==> src/rtl/qconv_output_states.sv <==
// Output-write sequencer: streams one OutH x OutW x OcLowNum tile to the output memory write port.
// Build option QCONV_OUTPUT_SKID_EN inserts a 2-entry registered skid buffer on the write port.
module qconv_output_states #(
    parameter int DataWidth = 32,
    parameter int AddrWidth = 16,
    parameter int OutH      = 4,
    parameter int OutW      = 4,
    parameter int OcLowNum  = 2,
    parameter int CntWidth  = 16
) (
    input  logic                 clk,
    input  logic                 rst,
    input  logic                 start,
    input  logic [AddrWidth-1:0] base_addr,
    output logic                 finish,
    output logic                 busy,
    input  logic                 in_valid,
    input  logic [DataWidth-1:0] in_data,
    output logic                 in_ready,
    output logic                 wr_valid,
    output logic [AddrWidth-1:0] wr_addr,
    output logic [DataWidth-1:0] wr_data,
    output logic                 wr_last,
    input  logic                 wr_ready
);
    localparam int NumBeats = OutH * OutW * OcLowNum;
    localparam logic [CntWidth-1:0] LastBeat = CntWidth'(NumBeats - 1);

    typedef enum logic [1:0] {IDLE, RUN, DRAIN, DONE} state_t;

    state_t                 state_q;
    logic [CntWidth-1:0]    cnt_q;
    logic [AddrWidth-1:0]   base_q;
    logic                   finish_q;
    logic                   busy_q;

    logic                   run;
    logic                   in_fire;
    logic                   pending;
    logic [AddrWidth-1:0]   beat_addr;
    logic                   beat_last;

    assign run       = (state_q == RUN);
    assign in_fire   = in_valid && in_ready;
    assign beat_addr = base_q + AddrWidth'(cnt_q);
    assign beat_last = (cnt_q == LastBeat);
    assign finish    = finish_q;
    assign busy      = busy_q;

    always_ff @(posedge clk or posedge rst) begin
        if (rst) begin
            state_q  <= IDLE;
            cnt_q    <= '0;
            base_q   <= '0;
            finish_q <= 1'b0;
            busy_q   <= 1'b0;
        end else begin
            finish_q <= 1'b0;
            case (state_q)
                IDLE: begin
                    if (start) begin
                        state_q <= RUN;
                        base_q  <= base_addr;
                        cnt_q   <= '0;
                        busy_q  <= 1'b1;
                    end
                end
                RUN: begin
                    if (in_fire) begin
                        cnt_q <= cnt_q + CntWidth'(1);
                        if (beat_last) state_q <= DRAIN;
                    end
                end
                DRAIN: begin
                    // finish is raised on entry to DONE so it is high for exactly the DONE cycle
                    if (!pending) begin
                        state_q  <= DONE;
                        finish_q <= 1'b1;
                    end
                end
                DONE: begin
                    state_q <= IDLE;
                    busy_q  <= 1'b0;
                end
                default: state_q <= IDLE;
            endcase
        end
    end

`ifdef QCONV_OUTPUT_SKID_EN
    logic                 v0_q, v1_q;
    logic [AddrWidth-1:0] a0_q, a1_q;
    logic [DataWidth-1:0] d0_q, d1_q;
    logic                 l0_q, l1_q;
    logic                 pop;

    // entry 0 is always the head; v1 implies v0, so !v1 means occupancy < 2
    assign pop      = v0_q && wr_ready;
    assign in_ready = run && !v1_q;
    assign pending  = v0_q;
    assign wr_valid = v0_q;
    assign wr_addr  = a0_q;
    assign wr_data  = d0_q;
    assign wr_last  = v0_q && l0_q;

    always_ff @(posedge clk or posedge rst) begin
        if (rst) begin
            v0_q <= 1'b0;
            v1_q <= 1'b0;
            a0_q <= '0;
            a1_q <= '0;
            d0_q <= '0;
            d1_q <= '0;
            l0_q <= 1'b0;
            l1_q <= 1'b0;
        end else begin
            if (pop) begin
                v0_q <= v1_q;
                a0_q <= a1_q;
                d0_q <= d1_q;
                l0_q <= l1_q;
                v1_q <= 1'b0;
            end
            if (in_fire) begin
                if (!v0_q || (pop && !v1_q)) begin
                    v0_q <= 1'b1;
                    a0_q <= beat_addr;
                    d0_q <= in_data;
                    l0_q <= beat_last;
                end else begin
                    v1_q <= 1'b1;
                    a1_q <= beat_addr;
                    d1_q <= in_data;
                    l1_q <= beat_last;
                end
            end
        end
    end
`else
    assign pending  = 1'b0;
    assign in_ready = run && wr_ready;
    assign wr_valid = run && in_valid;
    assign wr_addr  = run ? beat_addr : '0;
    assign wr_data  = run ? in_data : '0;
    assign wr_last  = wr_valid && beat_last;
`endif

endmodule

==> config.mk <==
export PLATFORM = sky130hd
export DESIGN_NAME = qconv_output_states
export DESIGN_NICKNAME = d
export VERILOG_FILES = /design/src/rtl/qconv_output_states.sv
export SDC_FILE = /design/constraint.sdc
export NUM_CORES = 1
export LEC_CHECK = 0
export BUFFER_PORTS_ARGS = -buffer_cell sky130_fd_sc_hd__buf_2
export CAP_MARGIN = 20
export CORE_ASPECT_RATIO = 0.7
export CORE_MARGIN = 2
export CORE_UTILIZATION = 35
export CTS_BUF_LIST = sky130_fd_sc_hd__clkbuf_8
export DETAILED_ROUTE_END_ITERATION = 8
export PLACE_DENSITY_LB_ADDON = 0.15
export SETUP_SLACK_MARGIN = 0.02
export SYNTH_ARGS = -nofsm -noshare
export SYNTH_HDL_FRONTEND = slang
export SYNTH_SLANG_ARGS = --single-unit
==> constraint.sdc <==
create_clock -name clk -period 5.4 [get_ports clk]
set_input_delay 0.81 -clock clk [delete_from_list [all_inputs] [get_ports clk]]
set_output_delay 0.81 -clock clk [all_outputs]
set_load 0.005 [all_outputs]
Word level (Yosys, flattened, before mapping)
Cells that the tools add are included.

Register bits: 36. Logic and storage cells: 37. Output and inout bits: 53. Bits of input ports: 53.

$add $sub $neg: 2. Eq/ne operators: 7. Reductions and logical operators: 11. Mux-type cells: 12.

Operators by type and width (count): $mux 16 (3); $mux 32 (1); $pmux 16 s2 (1); $add 16x1->16 const B (1); $add 16x16->16 (1); $eq 16x5->1 const B (1); $pmux 2 s4 (1); $mux 2 (3); $reduce_and 3->1 (2); $eq 2x2->1 const B (2); $logic_and 1x1->1 (4); $ne 2x1->1 const B (2); $reduce_and 2->1 (2); $reduce_bool 2->1 (2); $eq 2x1->1 const B (1); $logic_not 2->1 (1); $mux 1 (2); $ne 2x2->1 const B (1); $pmux 1 s2 (1).

Logic depth before layout (Yosys ltp)
Depth in word-level cells: 5. Gate-level depth with buffers: 8. Gate-level depth less buffers: 8.

Worst setup path before layout
No wires, ideal clock.

Kind: register to output. Start: register cnt_q[0]. End: output wr_addr[12]. Data required time: 4.590 ns. Arrival time: 1.906 ns. Stages on the path, launching flop included: 9. Setup slack: 2.684 ns. Buffers on the path: 0. Path through: dfrtp_1 ha_1 inv_1 fa_1 nor2b_1 o211ai_1 a211oi_1 nor3_1 nor3_2.

Longest elaborated chain between the ends: 2.

RTL lines: start, declared (RTL line 32) `logic [CntWidth-1:0] cnt_q;`; start signal, assigned (RTL line 70) `cnt_q <= cnt_q + CntWidth'(1);`; $add 16x16->16 (RTL line 45) `assign beat_addr = base_q + AddrWidth'(cnt_q);`; $mux 16 (RTL line 143) `assign wr_addr = run ? beat_addr : '0;`; end, declared (RTL line 21) `output logic [AddrWidth-1:0] wr_addr,`.

No other way between the ends.

Worst setup path after layout
Start: register cnt_q[0]. End: output wr_addr[14].

The elaborated chain is that of the path after synthesis.

==> results by group <==
STA
  • Post-route setup slack: ~2.0 ns
  • Final Hold Viols: 0
  • Clock skew: approximately 0.0062 ns
  • Final Setup Violations: 0
  • Part of the cycle the worst path needs: between 60% and 70%
  • Final min period: 3.41 ns
  • Fmax achieved: 0.293 GHz
  • Pins over their slew limit: 0
  • Slew @ Worst Pin: 0.924 ns
  • Final TNS setup: 0 ns
  • RSZ-0062 raised after global routing: no
  • Worst rel slew slack: about two fifths

Route
  • Drt initial violations: 118
  • Drt pass-1 iters: 4
  • Final ANT Viol Nets: 0
  • Residual DRC: 0
  • Routed wire per std cell: ~14 um
  • Avg Vias per Cell: between 4 and 5
  • Routed WL: approximately 7200 um
  • DR vias: between 2000 and 2500

Worst hold path
  • HP Class: reg2reg

Critical path
  • Crit Path Max Fanout: 5
  • Worst Setup Start Kind: register
  • Worst Path Arrival: between 2 and 3 ns
  • Kind of critical path: reg2out
  • Element type at the critical path end: output pin
  • Critical Path RT: ~4.6 ns

Synthesis
  • Count of state elements after synthesis: 36
  • Synth cell types: 44
  • Cells after Synth: 298
  • Avg Synthesized Cell Area: 9.13 um^2
  • Largest family of logic cells by synthesized area: simple AND/OR/NAND/NOR gates
  • Synth Area in Compound Gates: a little over a tenth
  • Mux cell area share after synthesis: 8.51%
  • Area share of fa/ha/maj cells after synthesis: 9.93%
  • Netlist Area Pre-Place: around 0.0027 mm^2
  • Xor/xnor share of the synthesized area: 6.11%
  • Syn_nets: approximately 370
  • Synth Warn #: 0
  • Seq/Total Area, Yosys: 33.1%
  • Post-Synth Simple-Gate Area: 28.9%

Floorplanning
  • Ports: between 100 and 150
  • Die footprint: 0.00851 mm^2
  • Starting Density: between 30% and 40%
  • Die W: around 110 um
  • Core Rows: 26
  • Die Ht: 77.8 um
  • Core ar.: between 0.007 and 0.008 mm^2

Global routing
  • Largest net degree at the start of global routing: 51
  • Initial antenna violation count: 0
  • Gr usage total: between 15 and 20%
  • First-pass GRT wire length: 11300 um
  • Vias in the first global route: between 2000 and 2500
  • Grt ovf: 0

Cells and area
  • Core Util, Final: a little under half
  • Fin nets: approximately 480
  • ANT cells: 0
  • Storage cell area: 901 um^2
  • Most frequent cells in the layout: buf_2, and2_1, dfrtp_1, nand2_1, nor2_1
  • Finished Cell Area: 0.00344 mm^2
  • Filler cell count: 735
  • Commonest non-fill, non-tap cell in the layout: buf_2
  • Share of cells above drive strength 1: between 30% and 40%
  • Multi-input gate area: 0.00174 mm^2
  • Layout area overhead: 26.3%

Status
  • Status: completed

Power and ir drop
  • PD cells: about 430 mW/mm^2
  • VDD IR max: around 0.32 mV
  • Power consumption: ~1.5 mW
  • Leak: between 1.5 and 2 nW

CTS
  • CTS tree: built
  • TritonCTS Sinks: 36
  • Root buf cell: clkbuf_8
  • Clock Latency Late Sink: 0.30 ns
  • TritonCTS Buffers: 5
  • Clock-pin slew on the worst setup and hold paths: 0.08 ns
  • Hold-fix buffers, CTS: 0
  • H-tree Lvls: 2
  • Number of gates resized after cts: 0
  • Post-CTS setup buffers: 0
  • Clk buf depth: 2

Place
  • Port bufs: 105
  • GPL Wtd Cong: ~0.86
  • Hpwl dp: 5620 um
  • Placed cell areas: between 0.003 and 0.004 mm^2
  • Pre-CTS setup slack: about 2.3 ns

Flow run
  • Max-cap viol count: 0
cell type report:
type / instances / area share, %
clock buffers: 6 / 2.40
clock inverters: 2 / 0.328
inverters: 9 / 0.983
multi-input cells: 244 / 50.8
flip-flops and latches: 36 / 26.2
well taps: 98 / 3.57
repair buffers: 107 / 15.7
critical path, cell delays in order (launching register included):
cell and delay, ns:
dfrtp_1 0.40, ha_1 0.21, inv_1 0.06, fa_1 0.37
nor2b_1 0.19, o211ai_1 0.15, a211oi_1 0.47, o2111ai_1 0.17
o311ai_1 0.11, buf_2 0.16
where the power goes:
group | total, mW | switching [mW] | leakage [nW] | internal (mW)
Combinational | 0.849 | 0.457 | 1.26 | 0.393
Sequential | 0.432 | 0.0710 | 0.460 | 0.361
Clock | 0.206 | 0.104 | 0.0486 | 0.102
Total | 1.49 | 0.631 | 1.77 | 0.856
kinds of logic after synthesis:
kind of cell	Yosys count
flops	36
buf+inv	18
fa+ha+maj	21
mux	21
xor+xnor	19
simple gates	139
compound gates	44
path summary, 6_finish.rpt:
check / startpoint / endpoint / slack [ns] / cells after the start
worst max register to register: state_q[0] / cnt_q[10] / 2.95 / 5
worst min register to register: busy / busy / 0.50 / 2
max in group asynchronous: rst / base_q[9] / 4.46 / 3
worst min-delay path: busy / busy / 0.50 / 2
min in group asynchronous: rst / cnt_q[6] / 0.61 / 3
worst max-delay path: cnt_q[0] / wr_addr[14] / 1.99 / 9
flip-flops by register name, summed over array words and instances (netlist names):
name / count
busy: 1
cnt_q: 16
base_q: 16
finish: 1
state_q: 2
per-stage QoR:
stage,hold WS [ns],std cells
3_3_place_gp,0.481,494
2_1_floorplan,0.469,298
4_1_cts,0.505,502
6_report,0.501,502
3_5_place_dp,0.484,494
5_1_grt,0.536,502
metal layers:
| layer | share of wire, % | vias up | track usage (%) |
|---|---|---|---|
| met5 | 0 | - | 0 |
| met4 | 0.70 | 0 | 3.54 |
| met3 | 6.4 | 4 | 4.37 |
| met2 | 40 | 65 | 23.3 |
| met1 | 53 | 1136 | 27.1 |
| li1 | - | 1262 | - |
cell usage after synthesis, drive strengths merged:
| cell type | n | area [um^2] |
|---|---|---|
| and2 | 38 | 238 |
| and3 | 6 | 37.5 |
| xnor2 | 14 | 123 |
| a31o | 4 | 35.0 |
| ha | 20 | 250 |
| nor2 | 23 | 86.3 |
| inv | 9 | 33.8 |
| o21ai | 10 | 50.1 |
| a21oi | 12 | 60.1 |
| nand3 | 7 | 40.0 |
| clkbuf | 7 | 26.3 |
| xor2 | 5 | 43.8 |
| o21a | 1 | 7.51 |
| fa | 1 | 20.0 |
| o211ai | 4 | 30.0 |
| a21bo | 1 | 10.0 |
| a211oi | 3 | 22.5 |
| nand2b | 5 | 31.3 |
| o311ai | 1 | 8.76 |
| or2 | 2 | 12.5 |
| a41oi | 1 | 8.76 |
| buf | 2 | 16.3 |
| o2111ai | 1 | 8.76 |
| nor3 | 9 | 50.1 |
| a221o | 1 | 10.0 |
| nor2b | 7 | 43.8 |
| nand2 | 25 | 93.8 |
| mux2 | 17 | 191 |
| a21o | 3 | 22.5 |
| or3 | 1 | 6.26 |
| mux2i | 4 | 40.0 |
| nor4b | 1 | 15.0 |
| o22ai | 1 | 6.26 |
| nand4 | 6 | 50.0 |
| and4 | 3 | 26.3 |
| a221oi | 1 | 8.76 |
| dfrtp | 36 | 901 |
| nor4 | 6 | 56.3 |
Note: power is estimated with default switching activity, not from simulation.
